### config.mk
export PLATFORM = sky130hd
export DESIGN_NAME = system_ram_copy_master
export DESIGN_NICKNAME = d
export VERILOG_FILES = /design/src/rtl/system_ram_copy_master.sv
export SDC_FILE = /design/constraint.sdc
export NUM_CORES = 1
export LEC_CHECK = 0
export BUFFER_PORTS_ARGS = -buffer_cell sky130_fd_sc_hd__buf_4
export CAP_MARGIN = 0
export CORE_MARGIN = 1.5
export CORE_UTILIZATION = 51
export DETAILED_ROUTE_END_ITERATION = 10
export GPL_TIMING_DRIVEN = 0
export PLACE_DENSITY = 0.81
export REMOVE_ABC_BUFFERS = 1
export SLEW_MARGIN = 0
export SYNTH_ARGS = -nofsm -noshare
export SYNTH_HDL_FRONTEND = slang
export SYNTH_SLANG_ARGS = --single-unit
### constraint.sdc
create_clock -name clk -period 2.2 [get_ports clk]
set_input_delay 0.22 -clock clk [delete_from_list [all_inputs] [get_ports clk]]
set_output_delay 0.22 -clock clk [all_outputs]
set_load 0.01 [all_outputs]
### src/rtl/system_ram_copy_master.sv
// system_ram_copy_master
// Avalon-MM master that copies a block of 32-bit words inside the on-chip RAM.
// Software programs src_addr/dst_addr/len and pulses start. The block then issues
// one read, waits READ_LATENCY cycles, and issues one write per word, in
// ascending address order. Both pointers wrap modulo 2^ADDR_W. done pulses for
// one cycle when the copy completes.
// Optional feature: define SYSTEM_RAM_COPY_CHECKSUM_EN to build a running 32-bit
// sum of the copied words on checksum. When it is not defined, checksum is tied to 0.
// Ports:
//   clk, reset_n                - clock and asynchronous active-low reset
//   start, src_addr, dst_addr, len - copy request; sampled only when idle
//   busy, done, checksum        - status outputs (registered)
//   m_address, m_byteenable, m_chipselect, m_write, m_writedata - RAM master (registered)
//   m_readdata                  - RAM read data
module system_ram_copy_master #(
    parameter int unsigned ADDR_W       = 10,
    parameter int unsigned LEN_W        = 11,
    parameter int unsigned READ_LATENCY = 1
) (
    input  logic              clk,
    input  logic              reset_n,
    input  logic              start,
    input  logic [ADDR_W-1:0] src_addr,
    input  logic [ADDR_W-1:0] dst_addr,
    input  logic [LEN_W-1:0]  len,
    output logic              busy,
    output logic              done,
    output logic [31:0]       checksum,
    output logic [ADDR_W-1:0] m_address,
    output logic [3:0]        m_byteenable,
    output logic              m_chipselect,
    output logic              m_write,
    output logic [31:0]       m_writedata,
    input  logic [31:0]       m_readdata
);

    localparam int unsigned WAIT_W = 2;

    typedef enum logic [2:0] {S_IDLE, S_RD, S_WAIT, S_WR, S_FIN} state_t;

    state_t            state_q, state_d;
    logic [ADDR_W-1:0] src_ptr_q, src_ptr_d;
    logic [ADDR_W-1:0] dst_ptr_q, dst_ptr_d;
    logic [LEN_W-1:0]  remaining_q, remaining_d;
    logic [WAIT_W-1:0] wait_cnt_q, wait_cnt_d;
    logic              busy_d, done_d, cs_d, wr_d;
    logic [3:0]        be_d;
    logic [ADDR_W-1:0] addr_d;
    // m_writedata doubles as the captured read word (data_reg).
    logic [31:0]       wdata_d;
`ifdef SYSTEM_RAM_COPY_CHECKSUM_EN
    logic [31:0]       csum_q, csum_d;
`endif

    // State and registered outputs
    always_ff @(posedge clk or negedge reset_n) begin
        if (!reset_n) begin
            state_q      <= S_IDLE;
            src_ptr_q    <= '0;
            dst_ptr_q    <= '0;
            remaining_q  <= '0;
            wait_cnt_q   <= '0;
            busy         <= 1'b0;
            done         <= 1'b0;
            m_chipselect <= 1'b0;
            m_write      <= 1'b0;
            m_byteenable <= 4'h0;
            m_address    <= '0;
            m_writedata  <= '0;
`ifdef SYSTEM_RAM_COPY_CHECKSUM_EN
            csum_q       <= '0;
`endif
        end else begin
            state_q      <= state_d;
            src_ptr_q    <= src_ptr_d;
            dst_ptr_q    <= dst_ptr_d;
            remaining_q  <= remaining_d;
            wait_cnt_q   <= wait_cnt_d;
            busy         <= busy_d;
            done         <= done_d;
            m_chipselect <= cs_d;
            m_write      <= wr_d;
            m_byteenable <= be_d;
            m_address    <= addr_d;
            m_writedata  <= wdata_d;
`ifdef SYSTEM_RAM_COPY_CHECKSUM_EN
            csum_q       <= csum_d;
`endif
        end
    end

    // Next state. Each output value is computed for the state being entered,
    // so the registered outputs line up with the state they belong to.
    always_comb begin
        state_d     = state_q;
        src_ptr_d   = src_ptr_q;
        dst_ptr_d   = dst_ptr_q;
        remaining_d = remaining_q;
        wait_cnt_d  = wait_cnt_q;
        busy_d      = 1'b0;
        done_d      = 1'b0;
        cs_d        = 1'b0;
        wr_d        = 1'b0;
        be_d        = 4'h0;
        addr_d      = m_address;
        wdata_d     = m_writedata;
`ifdef SYSTEM_RAM_COPY_CHECKSUM_EN
        csum_d      = csum_q;
`endif
        case (state_q)
            S_IDLE: begin
                if (start) begin
                    src_ptr_d   = src_addr;
                    dst_ptr_d   = dst_addr;
                    remaining_d = len;
`ifdef SYSTEM_RAM_COPY_CHECKSUM_EN
                    csum_d      = '0;
`endif
                    if (len != '0) begin
                        state_d = S_RD;
                        busy_d  = 1'b1;
                        cs_d    = 1'b1;
                        be_d    = 4'hF;
                        addr_d  = src_addr;
                    end else begin
                        state_d = S_FIN;
                        done_d  = 1'b1;
                    end
                end
            end
            S_RD: begin
                // Source pointer advances as soon as its read has been issued.
                state_d    = S_WAIT;
                busy_d     = 1'b1;
                wait_cnt_d = '0;
                src_ptr_d  = src_ptr_q + ADDR_W'(1);
            end
            S_WAIT: begin
                busy_d = 1'b1;
                if (wait_cnt_q == WAIT_W'(READ_LATENCY - 1)) begin
                    state_d = S_WR;
                    cs_d    = 1'b1;
                    wr_d    = 1'b1;
                    be_d    = 4'hF;
                    addr_d  = dst_ptr_q;
                    wdata_d = m_readdata;
                end else begin
                    wait_cnt_d = wait_cnt_q + WAIT_W'(1);
                end
            end
            S_WR: begin
                dst_ptr_d   = dst_ptr_q + ADDR_W'(1);
                remaining_d = remaining_q - LEN_W'(1);
`ifdef SYSTEM_RAM_COPY_CHECKSUM_EN
                csum_d      = csum_q + m_writedata;
`endif
                if (remaining_q == LEN_W'(1)) begin
                    state_d = S_FIN;
                    done_d  = 1'b1;
                end else begin
                    state_d = S_RD;
                    busy_d  = 1'b1;
                    cs_d    = 1'b1;
                    be_d    = 4'hF;
                    addr_d  = src_ptr_q;
                end
            end
            S_FIN: begin
                state_d = S_IDLE;
            end
            default: begin
                state_d = S_IDLE;
            end
        endcase
    end

`ifdef SYSTEM_RAM_COPY_CHECKSUM_EN
    assign checksum = csum_q;
`else
    assign checksum = 32'h0;
`endif

endmodule
* Word-level counts from Yosys, hierarchy flattened
Index checks and enable logic that the tools add are counted.
** Storage, ports and cells
- Flip-flop bits (word level) :: 86
- Memory bits (read-only) :: 0
- RAM bits :: 0
- Memories :: 0
- Bits of input ports :: 66
- Bits in latches :: 0
** Operators by class
- Equal/unequal tests :: 9
- Multiplexer cells :: 34
- Shifts and indexed selects :: 0
- Bitwise gates (word level) :: 0
- Reductions and logical operators :: 14
- $mul :: 0
- Magnitude comparators :: 0
- Add/sub/neg operators :: 4
- Div/mod/pow operators :: 0
** Operators by type and width (count)
- $mux W10 :: 6
- $pmux W10 S2 :: 2
- $pmux W10 S3 :: 1
- $pmux W11 S2 :: 1
- $add A10 B1 Y10 const B :: 2
- $mux W4 :: 4
- $mux W3 :: 4
- $pmux W3 S4 :: 1
- $pmux W4 S3 :: 1
- $eq A11 B1 Y1 const B :: 1
- $mux W11 :: 1
- $reduce_bool A11 Y1 :: 1
- $sub A11 B1 Y11 const B :: 1
- $ne A2 B2 Y1 const B :: 5
- $reduce_and A2 Y1 :: 5
- $mux W1 :: 8
- $eq A3 B2 Y1 const B :: 2
- $pmux W1 S3 :: 2
- $reduce_bool A2 Y1 :: 3
- $reduce_and A5 Y1 :: 1
- $pmux W2 S2 :: 1
- $eq A3 B1 Y1 const B :: 1
- $logic_not A3 Y1 :: 1
- $reduce_bool A3 Y1 :: 1
- other kinds (5) :: 5

* Longest topological paths before layout
Gate-level depths: netlist (run 1).
- Depth in word-level cells :: 4
- Depth in mapped cells :: 7
- Depth with buffers taken out :: 6

* Worst setup path after synthesis (run 1)
OpenSTA, ideal clock, no wires.
- Kind :: reg2reg
- From :: register remaining_q[7]
- To :: register m_address[0]
- Cell stages (with the launch flop) :: 6
- Arrival time :: 1.791 ns
- Required time :: 2.075 ns
- Path buffers :: 1
- Path slack :: 0.283 ns
- Cell sequence :: dfrtp_1 nor4_4 nand4_4 a221oi_4 buf_12 mux2_4
** On the way
- Cells in the longest elaborated chain, start to end :: 3
** RTL lines
- from (decl) :: line 44 : logic [LEN_W-1:0] remaining_q, remaining_d;
- from (signal assigned) :: line 77 : remaining_q <= remaining_d;
- $eq A11 B1 Y1 :: line 157 : if (remaining_q == LEN_W'(1)) begin
- $ne A2 B2 Y1 (no line)
- $reduce_and A5 Y1 (no line)
- to (signal assigned) :: line 84 : m_address <= addr_d;
- to (decl) :: line 29 : output logic [ADDR_W-1:0] m_address,
Every way passes these cells.
A chain may end at the register's enable or synchronous reset.

* Worst setup path in the final report (run 1)
- From :: register remaining_q[7]
- To :: register m_address[2]
Same word-level chain as after synthesis.

==> results of run 1 <==
==> layer usage <==
metal	share of wire [%]	track usage (%)
met5	0	0
met4	1.6	6.64
met3	8.8	5.40
met2	46	34.3
met1	43	26.4
==> cell usage after synthesis (all sizes together) (3+ instances only) <==
master,number,area share (%)
a22oi,3,0.51
a31oi,3,0.42
nand3,15,1.7
o21ai,16,1.8
buf,45,7.4
nand2,29,2.4
inv,10,0.84
nor3,8,0.90
ha,5,1.4
and3,6,0.84
nor2b,3,0.42
o211ai,5,0.84
dfrtp,82,46
nand2b,4,0.56
a211oi,5,0.84
nand4,3,0.76
nor2,34,2.9
mux2,42,11
mux2i,14,3.1
o22ai,8,1.1
nor4,4,0.90
a21oi,29,3.5
clkbuf,17,1.4
==> cell usage in the layout, fill, tap and decap left out, types with 6 or more instances in the layout <==
master,instances
buf_4,120
and3_1,6
clkbuf_8,11
mux2i_1,14
mux2_1,31
dfrtp_1,81
a21oi_1,28
o21ai_0,11
nor3_1,7
conb_1,32
o22ai_1,8
nand3_1,15
mux2_4,8
nand2_1,29
nor2_1,34
inv_1,8
==> how the worst min path moves through the flow <==
stage | endpoint | slack, ns | cells after the start
3_5_place_dp | m_writedata[2]$_DFFE_PN0P_ | 0.44 | 2
3_3_place_gp | dst_ptr_q[6]$_DFFE_PN0P_ | 0.44 | 3
2_1_floorplan | busy$_DFF_PN0_ | -0.08 | 0
4_1_cts | m_writedata[2]$_DFFE_PN0P_ | 0.07 | 2
6_report | remaining_q[2]$_DFFE_PN0P_ | 0.05 | 1
5_1_grt | m_writedata[2]$_DFFE_PN0P_ | 0.06 | 2
==> final cells by class <==
type	count	area, sq um
clock inverter	5	61.3
fill	656	2840
clock buffer	11	151
timing repair buffer	123	956
inverter	10	37.5
multi-input combinational	304	2110
tap	105	131
sequential	82	2060
==> logic make-up after synthesis <==
| family | after synthesis | share of synthesized area (%) |
|---|---|---|
| AO/OA/AOI/OAI | 91 | 13.9 |
| XOR/XNOR | 1 | 0.197 |
| adder cells (fa/ha/maj) | 5 | 1.41 |
| buffers and inverters | 72 | 9.70 |
| flip-flops | 82 | 46.1 |
| multiplexers | 56 | 14.5 |
| other | 1 | 0.0843 |
| AND/OR/NAND/NOR | 119 | 14.1 |
==> worst reg2reg max path, cell delays in order (launching register included) <==
cell and delay (ns):
dfrtp_1 0.44, nor4_4 0.48, nand4_4 0.19, a221oi_4 0.30, buf_12 0.19, mux2_1 0.34
==> state kept, by name (all words and copies together) (netlist names) <==
| name | count |
|---|---|
| busy | 1 |
| done | 1 |
| dst_ptr_q | 10 |
| m_address | 10 |
| m_byteenable | 1 |
| m_write | 1 |
| m_writedata | 32 |
| remaining_q | 11 |
| src_ptr_q | 10 |
| state_q | 3 |
| wait_cnt_q | 2 |
==> power groups by stage <==
stage,clock (mW),combinational (mW),sequential (mW)
2_1_floorplan,0,2.22,3.08
3_3_place_gp,0,3.66,2.98
3_5_place_dp,0,3.78,3.03
4_1_cts,1.17,3.96,3.01
5_1_grt,1.24,4.36,3.12
6_report,1.14,3.94,3.01
==> what timing repair did <==
| action | 4_1_cts | 5_1_grt |
|---|---|---|
| setup buffers | 7 | 0 |
| pin swaps | 3 | 0 |
| endpoints found under the setup margin | 72 | 8 |
| hold buffers | 0 | 0 |
| gates resized for setup | 5 | 3 |
==> results.yml, run 1 <==
worst_setup_path:
  reg2reg_from: "remaining_q[7]$_DFFE_PN0P_"
  path_cells: "nor4_4 > nand4_4 > a221oi_4 > buf_12 > mux2_1"
  crit_path_top_delay_cell: "nor4_4"
  timing.rr.end: "m_address[2]$_DFFE_PN0P_"
  crit_family: "simple AND/OR/NAND/NOR gates"
  crit_end: "m_address[2]$_DFFE_PN0P_"
  cp_num_cells: 5
  critical_path_class: "reg -> reg"
  crit_start: "remaining_q[7]$_DFFE_PN0P_"
  cp_max_fo: 12
  timing.reg2reg.setup_slack_ns: 0.13
  required_ns: 2.43
  cpPeakStageDelay_ns: 0.48
  crit_buf_inv: 1
  startpoint_type: "flip-flop"
  cp.arrival_ns: 2.29
  worst-r2r-cell-count: 5
  endpoint_kind: "flip-flop"
sta:
  hold_violations: 0
  hold_ws_ns: 0.0455
  tns_ns: 0
  relSlewSlack_pct: 32.8
  max_freq_mhz: 484
  fin_crit_sh_pct: 93.9
  drv_slew: 0
  rsz0062_at_grt: "false"
  period_minus_slack_ns: 2.07
  fin_worst_skew_ns: 0.0104
  finalSetupViolations: 0
  worstMarginPinSlew_ns: 1.01
  worst_slack_ns: 0.134
die:
  rows: 33
  initial_core_util_pct: 53.3
  io_pins: 148
  fp.dieH_microns: 96.4
  dieWidth_microns: 96.4
  core_area_sq_um: 8340
  die-area_sq_um: 9290
synthesis:
  syn_area_per_cell_sq_um: 10.4
  synth-edff-count: 0
  netlist_area_sq_um: 4450
  yosysSeqAreaShare_pct: 46.1
  yosys.cell_types.count: 61
  yosys_warnings: 0
  synth-main-ff-cell: "dfrtp_1"
  ys_async_sr_fraction_pct: 100
  synth_cells: 427
  ys_seq_elements: 82
placed_design:
  io_buffers: 115
  place_inst: 617
  place_congestion: 0.887
  dpl-instance-area_sq_um: 5190
  dp_hpwl_microns: 6820
  dp_worst_setup_slack_ns: -0.874
drt:
  avgViaCountPerCell: 5.46
  ant_nets: 0
  wl_microns: 9590
  detail_route.drc_violations: 0
  dr.pass1.iters: 5
  vias: 3492
  post_drt_wl_per_cell_microns: 15.0
  drtIter0Drc: 187
final_layout:
  antenna_cells: 0
  final_cells: 640
  fin_area_sq_um: 5500
  finalNetCount: 601
  fin_util_pct: 66.0
  area_growth_pct: 23.7
  drive_gt1_share_pct: 31.0
global_route:
  gr-usage-all-layers_pct: 20.6
  grt_pass1_vias: 3164
  grt.overflow.total: 0
  grt_max_degree: 83
  antenna_found_initial: 0
  grt_pass1_wl_microns: 14700
power:
  peakVddDrop_mv: 0.762
  combPwrFrac_pct: 48.7
  intPower_mw: 4.95
  p_clk_share_pct: 14.1
  seqPwrFrac_pct: 37.2
  power.density_nw_per_um2: 1470
  cellLeakagePower_nw: 2.55
  power.total_mw: 8.10
  switching_share_pct: 38.9
  p_switching_mw: 3.15
worst_hold_path:
  worstHoldPathType: "in -> async"
cts:
  h-tree-depth: 3
  clockBufferDepth: 2
  clk_pin_slew_ns: 0.09
  clock_sinks: 82
  tritoncts: "yes"
  cts_buffers: 9
  clockRootBuffer: "clkbuf_8"
  clock_latency_ns: 0.35
job:
  maxCapViolCount: 0
status:
  outcome: "finished, final reports clean"
Power figures use the tool's default switching activity.
==> run 2, diff against run 1 <==
Settings changed: CELL_PAD_IN_SITES_DETAIL_PLACEMENT set to 0, CELL_PAD_IN_SITES_GLOBAL_PLACEMENT set to 1, CORE_UTILIZATION 51 to 38, PLACE_DENSITY 0.81 to 0.8.
==> run 2 against run 1 <==
Net effect: clock power rose by 20%; combinational power about the same; via count is 1.7% lower; fmax decreased by 0.57%; global-route usage shrank 3.6 points; worst hold slack gained 0.014 ns; highest routed layer unchanged.
==> results.yml, run 2 (synthesis gave the netlist of run 1 again) <==
worst_setup_path:
  cp.arrival_ns: 2.29
  worst-r2r-cell-count: 5
  cp_max_fo: 17
  required_ns: 2.41
  reg2reg_from: "state_q[2]$_DFFE_PN0P_"
  startpoint_type: "flip-flop"
  timing.reg2reg.setup_slack_ns: 0.12
  endpoint_kind: "flip-flop"
  timing.rr.end: "m_writedata[18]$_DFFE_PN0P_"
  crit_start: "state_q[2]$_DFFE_PN0P_"
  critical_path_class: "reg -> reg"
sta:
  period_minus_slack_ns: 2.08
  hold_violations: 0
  worst_slack_ns: 0.122
  fin_crit_sh_pct: 94.4
  max_freq_mhz: 481
  tns_ns: 0
  worstMarginPinSlew_ns: 1.04
  relSlewSlack_pct: 31.0
  rsz0062_at_grt: "false"
  fin_worst_skew_ns: 0.00785
  finalSetupViolations: 0
  drv_slew: 0
power:
  power.density_nw_per_um2: 1490
  peakVddDrop_mv: 0.721
  cellLeakagePower_nw: 2.57
worst_hold_path:
  worstHoldPathType: "in -> async"
cts:
  tritoncts: "yes"
  cts_hold_buf: 0
  clock_latency_ns: 0.34
  clk_pin_slew_ns: 0.06
  clockBufferDepth: 2
  h-tree-depth: 3
  clockRootBuffer: "clkbuf_16"
  cts_buffers: 9
  clock_sinks: 82
global_route:
  grt_pass1_vias: 3307
  grt.overflow.total: 0
  grt_pass1_wl_microns: 16800
  gr-usage-all-layers_pct: 17.0
  grt_max_degree: 83
  antenna_found_initial: 0
final_layout:
  fillerInstances: 1055
  regMostFlops: "m_writedata"
  drive_gt1_share_pct: 30.7
  layout_commonest_cell: "buf_4"
  fin_util_pct: 49.0
  antenna_cells: 0
  final_cells: 677
  area_growth_pct: 25.9
  largestRegisters: "m_writedata x32, remaining_q x11"
  largest_register_ff_count: 32
  finalNetCount: 600
  mostFrequentLayoutCells: "buf_4, dfrtp_1, nor2_1, conb_1, mux2_1"
drt:
  vias: 3434
  avgViaCountPerCell: 5.07
  ant_nets: 0
  wl_microns: 10200
  post_drt_wl_per_cell_microns: 15.0
  drtIter0Drc: 175
  detail_route.drc_violations: 0
  dr.pass1.iters: 4
die:
  fp.dieH_microns: 111
  rows: 39
  io_pins: 148
  core_area_sq_um: 11400
  dieWidth_microns: 111
  initial_core_util_pct: 39.0
  die-area_sq_um: 12400
placed_design:
  place_congestion: 0.820
  place_inst: 656
  dp_worst_setup_slack_ns: -1.00
  dp_hpwl_microns: 7210
  io_buffers: 115
status:
  outcome: "finished, final reports clean"
job:
  maxCapViolCount: 0
[run 2: cell count changes in the layout (fill, tap and decap cells not counted), sizes merged]
cell	previous run	this run
buf	123	122
bufinv	1	0
clkinvlp	0	2
inv	11	10
[run 2: area by class of cell]
| type | instances | area (sq um) | share of cell area, % |
|---|---|---|---|
| multi-input combinational | 304 | 2100 | 37.5 |
| sequential | 82 | 2060 | 36.7 |
| timing repair buffer | 122 | 956 | 17.1 |
| clock buffer | 11 | 243 | 4.33 |
| tap | 143 | 179 | 3.19 |
| inverter | 10 | 37.5 | 0.670 |
| clock inverter | 5 | 30.0 | 0.536 |
[run 2: routing by layer]
layer	wire length, microns	global-route usage [%]	part of all wire, %
met5	0	0	0
met4	215	6.24	2.1
met3	638	5.19	6.3
met2	4590	26.7	45
met1	4750	22.1	47
[run 2: critical path: stages (launching register included)]
cell and delay, ns:
dfrtp_1 0.57, nand2b_1 0.31, nor3b_4 0.34, buf_8 0.23, buf_16 0.17, mux2_1 0.34
[run 2: repair_timing]
| item | in CTS | in global routing |
|---|---|---|
| hold endpoints to repair | 0 | 0 |
| buffers inserted | 5 | 0 |
| pin swaps | 2 | 0 |
| setup endpoints to repair | 57 | 28 |
| resized for setup | 4 | 3 |
[run 2: worst max-delay path by stage]
stage | endpoint | slack [ns] | cells after the start
global placement | m_address[2]$_DFFE_PN0P_ | -1.86 | 3
floorplan | m_address[2]$_DFFE_PN0P_ | -1.01 | 3
finish | m_writedata[18]$_DFFE_PN0P_ | 0.12 | 5
global route | m_writedata[19]$_DFFE_PN0P_ | 0.01 | 5
CTS | dst_ptr_q[0]$_DFFE_PN0P_ | 0.03 | 2
detailed placement | remaining_q[9]$_DFFE_PN0P_ | -1.00 | 4
[run 2: power by group]
group / switching (mW) / leakage, nW / internal (mW)
Sequential: 0.768 / 0.959 / 2.27
Combinational: 1.86 / 1.47 / 2.10
Clock: 0.584 / 0.131 / 0.789
Total: 3.21 / 2.57 / 5.16
[run 2: stage by stage]
stage               hold slack (ns)  total power, mW  instance area, sq um
CTS                          0.0783             8.44                  5590
detailed placement            0.438             6.91                  5260
floorplan                   -0.0756             5.31                  4170
global placement              0.439             6.71                  5210
global route                 0.0891             8.98                  5600
finish                       0.0593             8.36                  5600
